<file path="src/rtl/seq_detect_sched.sv">
// Round-robin scheduler that feeds one requester word at a time, MSB-first, through a
// shared consecutive-ones run detector and reports per-word hit/end counts.
module seq_detect_sched #(
  parameter int N_REQ  = 4,
  parameter int DATA_W = 8,
  parameter int CNT_W  = 4,
  localparam int ID_W  = (N_REQ > 1) ? $clog2(N_REQ) : 1
) (
  input  logic                      clk,
  input  logic                      rst,
  input  logic [N_REQ-1:0]          req,
  input  logic [N_REQ*DATA_W-1:0]   data,
  output logic [N_REQ-1:0]          gnt,
  output logic                      busy,
  output logic                      res_valid,
  output logic [ID_W-1:0]           res_id,
  output logic [CNT_W-1:0]          res_hits,
  output logic [CNT_W-1:0]          res_ends,
  output logic [1:0]                det_state
);

  localparam int BC_W = (DATA_W > 1) ? $clog2(DATA_W) : 1;

  typedef enum logic {IDLE, SHIFT} state_t;
  typedef enum logic [1:0] {D0, D1, D2, D3} det_t;

  state_t             state_q, state_d;
  det_t               det_q, det_d;
  logic [ID_W-1:0]    last_q, last_d;
  logic [DATA_W-1:0]  shreg_q, shreg_d;
  logic [BC_W-1:0]    bit_cnt_q, bit_cnt_d;
  logic [CNT_W-1:0]   hits_q, hits_d, ends_q, ends_d;
  logic [N_REQ-1:0]   gnt_q, gnt_d;
  logic               res_valid_q, res_valid_d;
  logic [ID_W-1:0]    res_id_q, res_id_d;
  logic [CNT_W-1:0]   res_hits_q, res_hits_d, res_ends_q, res_ends_d;
  logic [ID_W-1:0]    win;
  logic [DATA_W-1:0]  win_word;
  logic               bit_in;

  function automatic logic [CNT_W-1:0] sat_inc(input logic [CNT_W-1:0] v);
    return (&v) ? v : v + CNT_W'(1);
  endfunction

  // Arbitration: first set request after the last winner, wrapping around
  always_comb begin
    int   idx;
    logic found;
    win      = '0;
    found    = 1'b0;
    idx      = 0;
    win_word = '0;
    for (int k = 1; k <= N_REQ; k++) begin
      idx = int'(last_q) + k;
      if (idx >= N_REQ) idx = idx - N_REQ;
      if (!found && req[ID_W'(idx)]) begin
        found = 1'b1;
        win   = ID_W'(idx);
      end
    end
    for (int i = 0; i < N_REQ; i++) begin
      if (win == ID_W'(i)) win_word = data[i*DATA_W +: DATA_W];
    end
  end

  // Control FSM and run detector next-state
  always_comb begin
    state_d     = state_q;
    last_d      = last_q;
    shreg_d     = shreg_q;
    bit_cnt_d   = bit_cnt_q;
    det_d       = det_q;
    hits_d      = hits_q;
    ends_d      = ends_q;
    gnt_d       = '0;
    res_valid_d = 1'b0;
    res_id_d    = res_id_q;
    res_hits_d  = res_hits_q;
    res_ends_d  = res_ends_q;
    bit_in      = shreg_q[DATA_W-1];
    case (state_q)
      IDLE: begin
        if (|req) begin
          gnt_d     = N_REQ'(1) << win;
          shreg_d   = win_word;
          last_d    = win;
          bit_cnt_d = '0;
          det_d     = D0;
          hits_d    = '0;
          ends_d    = '0;
          state_d   = SHIFT;
        end
      end
      SHIFT: begin
        shreg_d   = shreg_q << 1;
        bit_cnt_d = bit_cnt_q + BC_W'(1);
        if (bit_in) begin
          if (det_q == D2) hits_d = sat_inc(hits_q);
          if (det_q != D3) det_d = det_t'(det_q + 2'd1);
        end else begin
          if (det_q == D3) ends_d = sat_inc(ends_q);
          det_d = D0;
        end
        // Final bit: its own increment is already folded into hits_d/ends_d
        if (bit_cnt_q == BC_W'(DATA_W-1)) begin
          res_valid_d = 1'b1;
          res_id_d    = last_q;
          res_hits_d  = hits_d;
          res_ends_d  = ends_d;
          state_d     = IDLE;
        end
      end
      default: state_d = IDLE;
    endcase
  end

  always_ff @(posedge clk or negedge rst) begin
    if (!rst) begin
      state_q     <= IDLE;
      last_q      <= ID_W'(N_REQ-1);
      shreg_q     <= '0;
      bit_cnt_q   <= '0;
      det_q       <= D0;
      hits_q      <= '0;
      ends_q      <= '0;
      gnt_q       <= '0;
      res_valid_q <= 1'b0;
      res_id_q    <= '0;
      res_hits_q  <= '0;
      res_ends_q  <= '0;
    end else begin
      state_q     <= state_d;
      last_q      <= last_d;
      shreg_q     <= shreg_d;
      bit_cnt_q   <= bit_cnt_d;
      det_q       <= det_d;
      hits_q      <= hits_d;
      ends_q      <= ends_d;
      gnt_q       <= gnt_d;
      res_valid_q <= res_valid_d;
      res_id_q    <= res_id_d;
      res_hits_q  <= res_hits_d;
      res_ends_q  <= res_ends_d;
    end
  end

  assign gnt       = gnt_q;
  assign busy      = (state_q == SHIFT);
  assign res_valid = res_valid_q;
  assign res_id    = res_id_q;
  assign res_hits  = res_hits_q;
  assign res_ends  = res_ends_q;
  assign det_state = det_q;

endmodule

</file>
<file path="config.mk">
export PLATFORM = sky130hd
export DESIGN_NAME = seq_detect_sched
export DESIGN_NICKNAME = d
export VERILOG_FILES = /design/src/rtl/seq_detect_sched.sv
export SDC_FILE = /design/constraint.sdc
export NUM_CORES = 1
export LEC_CHECK = 0
export ABC_AREA = 1
export BUFFER_PORTS_ARGS = -buffer_cell sky130_fd_sc_hd__buf_2
export CAP_MARGIN = 40
export CORE_ASPECT_RATIO = 0.8
export CORE_MARGIN = 3
export CORE_UTILIZATION = 28
export CTS_CLUSTER_SIZE = 14
export DETAILED_ROUTE_END_ITERATION = 12
export MAX_ROUTING_LAYER = met4
export PLACE_DENSITY = 0.51
export SLEW_MARGIN = 20
export SYNTH_ARGS = -nofsm -noshare
export SYNTH_HDL_FRONTEND = slang
export SYNTH_SLANG_ARGS = --single-unit
export TNS_END_PERCENT = 30
</file>
<file path="constraint.sdc">
create_clock -name clk -period 3.4 [get_ports clk]
set_input_delay 0.17 -clock clk [delete_from_list [all_inputs] [get_ports clk]]
set_output_delay 0.17 -clock clk [all_outputs]
set_load 0.01 [all_outputs]
</file>
==> results_dict.tcl, run 1 <==
set metrics [dict create \
    routed_wirelength_mm 5.41 \
    drc 0 \
    portBuffers 55 \
    grt_setup_unrepaired "false" \
    cts_sinks 39 \
    coreArea_um2 7570 \
    synthArstFlopShare 1.00 \
    finalCoreUtilization 0.359 \
    ys_types 31 \
    syn_avg_cell_area_um2 7.86 \
    place_congestion 0.827 \
    place_ws_ps 1200 \
    period_share 0.660 \
    setup_ws_ps 1160 \
    htreeDepth 2 \
    cp_slowest_cell "dfstp_2" \
    antenna_found_initial 0 \
    syn_area_um2 2230 \
    cts_tree "built" \
    n_antenna_cell 0 \
    final_cells 446 \
    start_util 0.295 \
    hpwl_mm 4.15 \
    worst_slew_pin_slew_ps 613 \
    power.density_nw_per_um2 885 \
    synthFlopType "dfrtp_1" \
    criticalPathCategory "reg2reg" \
    worstPathCellList "inv_4, nand2_4, nand2_2, nand2_1, nand2_1, nor2_4, nand4_1, nand2_2, inv_2, nor2_2, nand2_1, nand2_1, nand2_1, nand3_1" \
    layout.nets 384 \
    area_growth_pct 21.6 \
    post-synth-top-area-cell "dfrtp_1" \
    die_area_um2 9090 \
    path_buf_inv 2 \
    finalCriticalPeriod_ps 2240 \
    numPlacedInstances 437 \
    path_clk_slew_ps 80 \
    end_kind "flip-flop" \
    setup_tns_ps 0 \
    power.total_mw 2.40 \
    synth_fp_nets 328 \
    fin_area_um2 2720 \
    grt_max_degree 31 \
    maxCapViolations 0 \
    clk_path_buf_depth 2 \
    max-slew-margin-rel 0.590 \
    grt_pass1_wl_mm 9.29 \
    vdd_drop_max_uv 314 \
    clockRootBuffer "clkbuf_8" \
    hold-worst-slack_ps 100 \
    synth-edff-count 0 \
    place_area_um2 2610 \
    netlist_instances 284 \
    ios 56 \
    yosys.area_share.simple 0.328 \
    ant_nets 0 \
    crit_family "simple AND/OR/NAND/NOR gates" \
    setup-violations-final 0 \
    worstHoldPathType "in2reg" \
    synth_area_leaders "dfrtp_1 (41%), nand2_1 (16%), o21ai_0 (6.1%)" \
    drt_iter0_drc 107 \
    critPathMaxStageDelay_ps 660 \
    finalHoldViolCount 0 \
    cp_max_fo 12 \
    drt-vias-per-instance 4.47 \
    power_leakage_nw 1.41 \
    wl_per_cell_um 12.1 \
    yosysSeqAreaShare 0.438 \
    grt_pass1_vias 1956 \
    critPathLaunchType "flip-flop" \
    crit_top_cell "nand2_1" \
    synthMuxAreaShare 0.00448 \
    synth_compound_area_frac 0.124 \
    cts_buffers 5 \
    clock_latency_ps 290 \
    die_w_um 106 \
    synth_fa_ha_area_frac 0.0336 \
    num-fill-cells 815 \
    die_y_um 85.9 \
    synth-seq-cells 39 \
    firstDrtPassIters 4 \
    worstPathRequired_ps 3620 \
    cts_setup_buffers 0 \
    finalMaxSlewViolations 0 \
    rows 28 \
    synth_common_cells "nand2_1 (95), dfrtp_1 (37), o21ai_0 (27)" \
    overflow 0 \
    fmax_ghz 0.446 \
    yosysMostFrequentCell "nand2_1" \
    skew_ps 8.26 \
    synth_xor_xnor_area_share 0.00785 \
    vias 1993 \
    synth_top_area_share 0.415 \
    track_usage 0.131 \
    synth_top_family_by_area "simple AND/OR/NAND/NOR gates" \
    status "finished, final reports clean" \
    drive_above_1_share 0.273 \
    yosys_warnings 0 \
    arrival_ps 2470 \
]
## power breakdown
group	switching, mW	internal (mW)	total, mW
combinational	0.835	0.451	1.29
sequential	0.138	0.629	0.768
clock	0.165	0.185	0.350
total	1.14	1.27	2.40
## final timing paths
path / from / end / slack [ps] / depth (start not counted)
min in group asynchronous: rst / res_ends[0] / 270 / 2
hold reg to reg: res_hits[0] / res_hits[0] / 480 / 2
hold / removal: data[29] / shreg_q[5] / 100 / 3
setup reg to reg: last_q[0] / shreg_q[7] / 1160 / 14
setup / recovery: last_q[0] / shreg_q[7] / 1160 / 14
max in group asynchronous: rst / last_q[1] / 2610 / 3
## kinds of logic after synthesis
kind of cell	count (synthesis)
multiplexers	1
adder cells (fa/ha/maj)	6
AND/OR/NAND/NOR	158
XOR/XNOR	2
buffers and inverters	31
flip-flops	39
AO/OA/AOI/OAI	47
## worst reg2reg max path, cell delays in order (launching register included)
cell     delay [ps]
dfstp_2         660
inv_4           100
nand2_4          70
nand2_2          60
nand2_1          80
nand2_1         100
nor2_4          150
nand4_1         100
nand2_2         260
inv_2           130
nor2_2          180
nand2_1          80
nand2_1          60
nand2_1          60
nand3_1          70
## final cells by class
class | count | area, um^2 | area share
sequential | 39 | 978 | 0.360
multi-input combinational | 214 | 1110 | 0.409
timing repair buffer | 57 | 305 | 0.112
tap | 105 | 131 | 0.0484
clock buffer | 8 | 100 | 0.0369
inverter | 23 | 88.8 | 0.0327
## sequential cells by signal, indices dropped and copies added, names as in the netlist
register and flops:
shreg_q 8, ends_q 4, gnt 4, hits_q 4, res_ends 4, res_hits 4, bit_cnt_q 3, det_state 2
last_q 2, res_id 2, busy 1, res_valid 1
## cells in the final DEF (no fill, tap or decap), types with 2 or more instances in the layout
| cell | count |
|---|---|
| inv_1 | 17 |
| xor2_1 | 2 |
| o31ai_1 | 2 |
| nand3_2 | 2 |
| nand4_1 | 6 |
| nand3_1 | 14 |
| a22o_1 | 2 |
| dfrtp_1 | 37 |
| nor2_2 | 3 |
| a22oi_1 | 7 |
| nor2_4 | 3 |
| nand2_2 | 11 |
| o21ai_0 | 27 |
| nor3_1 | 3 |
| nand2_1 | 95 |
| o22ai_1 | 6 |
| dfstp_2 | 2 |
| clkinv_1 | 2 |
| nor2_1 | 16 |
| nand2_4 | 4 |
| ha_1 | 6 |
| buf_2 | 55 |
| clkbuf_8 | 7 |
| inv_2 | 3 |
## layer usage
| metal | vias up | GRT usage | part of all wire |
|---|---|---|---|
| li1 | 1045 | - | - |
| met1 | 879 | 0.186 | 0.51 |
| met2 | 66 | 0.187 | 0.42 |
| met3 | 3 | 0.0309 | 0.057 |
| met4 | 0 | 0.0318 | 0.0050 |
| met5 | - | - | 0 |
## what timing repair did
| action | CTS | global route |
|---|---|---|
| resized for setup | 0 | 0 |
| hold buffers | 1 | 0 |
| hold endpoints to repair | 9 | 0 |
Note: power is estimated with default switching activity, not from simulation.
==> run 2, diff against run 1 <==
--- a/config.mk
+++ b/config.mk
@@ -14,7 +14,7 @@
 export CTS_CLUSTER_SIZE = 14
 export DETAILED_ROUTE_END_ITERATION = 12
 export MAX_ROUTING_LAYER = met4
-export PLACE_DENSITY = 0.51
+export PLACE_DENSITY = 0.53
 export SLEW_MARGIN = 20
 export SYNTH_ARGS = -nofsm -noshare
 export SYNTH_HDL_FRONTEND = slang
==> constraint.sdc (replaced) <==
create_clock -name clk -period 1.8 [get_ports clk]
set_input_delay 0.09 -clock clk [delete_from_list [all_inputs] [get_ports clk]]
set_output_delay 0.09 -clock clk [all_outputs]
set_load 0.01 [all_outputs]
==> results_dict.tcl, run 2 (synthesized netlist as in run 1, its figures left out) <==
set metrics [dict create \
    portBuffers 55 \
    hpwl_mm 4.40 \
    worstPathRequired_ps 1990 \
    htreeDepth 2 \
    cts_buffers 5 \
    die_y_um 85.9 \
    finalCoreUtilization 0.404 \
    cts_sinks 39 \
    vias 2162 \
    routed_wirelength_mm 5.89 \
    clock_latency_ps 300 \
    num-fill-cells 797 \
    path_clk_slew_ps 80 \
    power.density_nw_per_um2 1850 \
    largest_reg_flops 8 \
    fmax_ghz 0.506 \
    clockRootBuffer "clkbuf_8" \
    place_congestion 0.968 \
    cp_slowest_cell "dfstp_2" \
    finalCriticalPeriod_ps 1980 \
    violations "setup timing" \
    die_w_um 106 \
    grt_max_degree 40 \
    cp_max_fo 5 \
    maxCapViolations 0 \
    arrival_ps 2170 \
    setup_tns_ps -1150 \
    n_antenna_cell 0 \
    worstPathCellList "buf_4, nand2_1, nand3_2, nand2_2, nor2_4, nand2_2, nand3_2, nand2_4, buf_6, nor2_4, nand2_1, nand2_1, nand2_1, nand2_1, nand2_1" \
    criticalPathCategory "reg2reg" \
    overflow 0 \
    start_util 0.295 \
    setup_ws_ps -178 \
    crit_top_cell "nand2_1" \
    layout.nets 419 \
    ios 56 \
    setup-violations-final 9 \
    period_share 1.10 \
    worst_slew_pin_slew_ps 498 \
    drt_iter0_drc 121 \
    finalHoldViolCount 0 \
    max-slew-margin-rel 0.668 \
    top_register "shreg_q" \
    final_common_cell "nand2_1" \
    vdd_drop_max_uv 1150 \
    cts_tree "built" \
    power_leakage_nw 1.60 \
    ant_nets 0 \
    rows 28 \
    drc 0 \
    wl_per_cell_um 12.2 \
    drt-vias-per-instance 4.49 \
    coreArea_um2 7570 \
    critPathMaxStageDelay_ps 580 \
    grt_pass1_wl_mm 10.1 \
    die_area_um2 9090 \
    end_kind "flip-flop" \
    final_cell_mix "nand2_1 (90), buf_2 (55), dfrtp_1 (37)" \
    clk_path_buf_depth 2 \
    area_growth_pct 36.9 \
    track_usage 0.143 \
    finalMaxSlewViolations 0 \
    antenna_found_initial 0 \
    skew_ps 12.7 \
    grt_pass1_vias 2204 \
    grt_setup_unrepaired "true" \
    status "complete, but fails checks" \
    firstDrtPassIters 4 \
    worstHoldPathType "in2reg" \
    critPathLaunchType "flip-flop" \
    drive_above_1_share 0.372 \
]
-- run 2: cell types whose count changed in the layout (fill, tap and decap cells not counted), sizes merged --
cell,change
buf,+35
bufinv,+1
clkbuf,-3
clkinv,+1
clkinvlp,+1
-- run 2: per-layer routing --
layer / global-route usage / vias up / wire (um)
li1: - / 1115 / -
met1: 0.192 / 956 / 2940
met2: 0.212 / 79 / 2460
met3: 0.0346 / 12 / 392
met4: 0.0471 / 0 / 87
met5: - / - / 0
-- run 2: final timing paths --
check	startpoint	to	slack (ps)	cells past startpoint
worst max-delay path	last_q[0]	shreg_q[0]	-180	15
worst min-delay path	data[26]	shreg_q[2]	20	3
worst max register to register	last_q[0]	shreg_q[0]	-180	15
worst min register to register	res_hits[0]	res_hits[0]	480	2
max in group asynchronous	rst	last_q[1]	1050	3
min in group asynchronous	rst	res_hits[0]	370	3
-- run 2: power by group --
group | internal [mW] | switching, mW
combinational | 1.59 | 1.94
sequential | 1.19 | 0.205
clock | 0.413 | 0.327
-- run 2: worst max-delay path: cells and delay by family (launching register included) --
kind | cells | cell delay (ps)
buffers and inverters | 2 | 250
DFF | 1 | 580
and+or+nand+nor | 13 | 1030
-- run 2: cell type report --
class                      instances  area [um^2]  area share
timing repair buffer              92          571       0.187
multi-input combinational        214         1170       0.382
inverter                          23         96.3      0.0315
clock buffer                       5         68.8      0.0225
sequential                        39          978       0.320
tap                              105          131      0.0430
clock inverter                     3         43.8      0.0143
-- run 2: stage by stage --
stage	hold slack [ps]	worst slack, ps	power [mW]	cells	instance area [um^2]
final	17.3	-178	5.66	481	3060
after detailed placement	180	-263	4.43	462	2790
after floorplan	-206	-18.5	3.43	284	2240
after CTS	6.12	-154	5.55	481	3030
after global placement	180	-234	4.42	462	2790
after global routing	26.8	-288	6.18	481	3060
-- run 2: repair_timing --
item	CTS	global route
pin swaps	16	5
resized for setup	16	11
cloned	0	0
hold buffers	1	0
endpoints found under the hold margin	37	0
buffers inserted	10	0
setup endpoints to repair	13	15
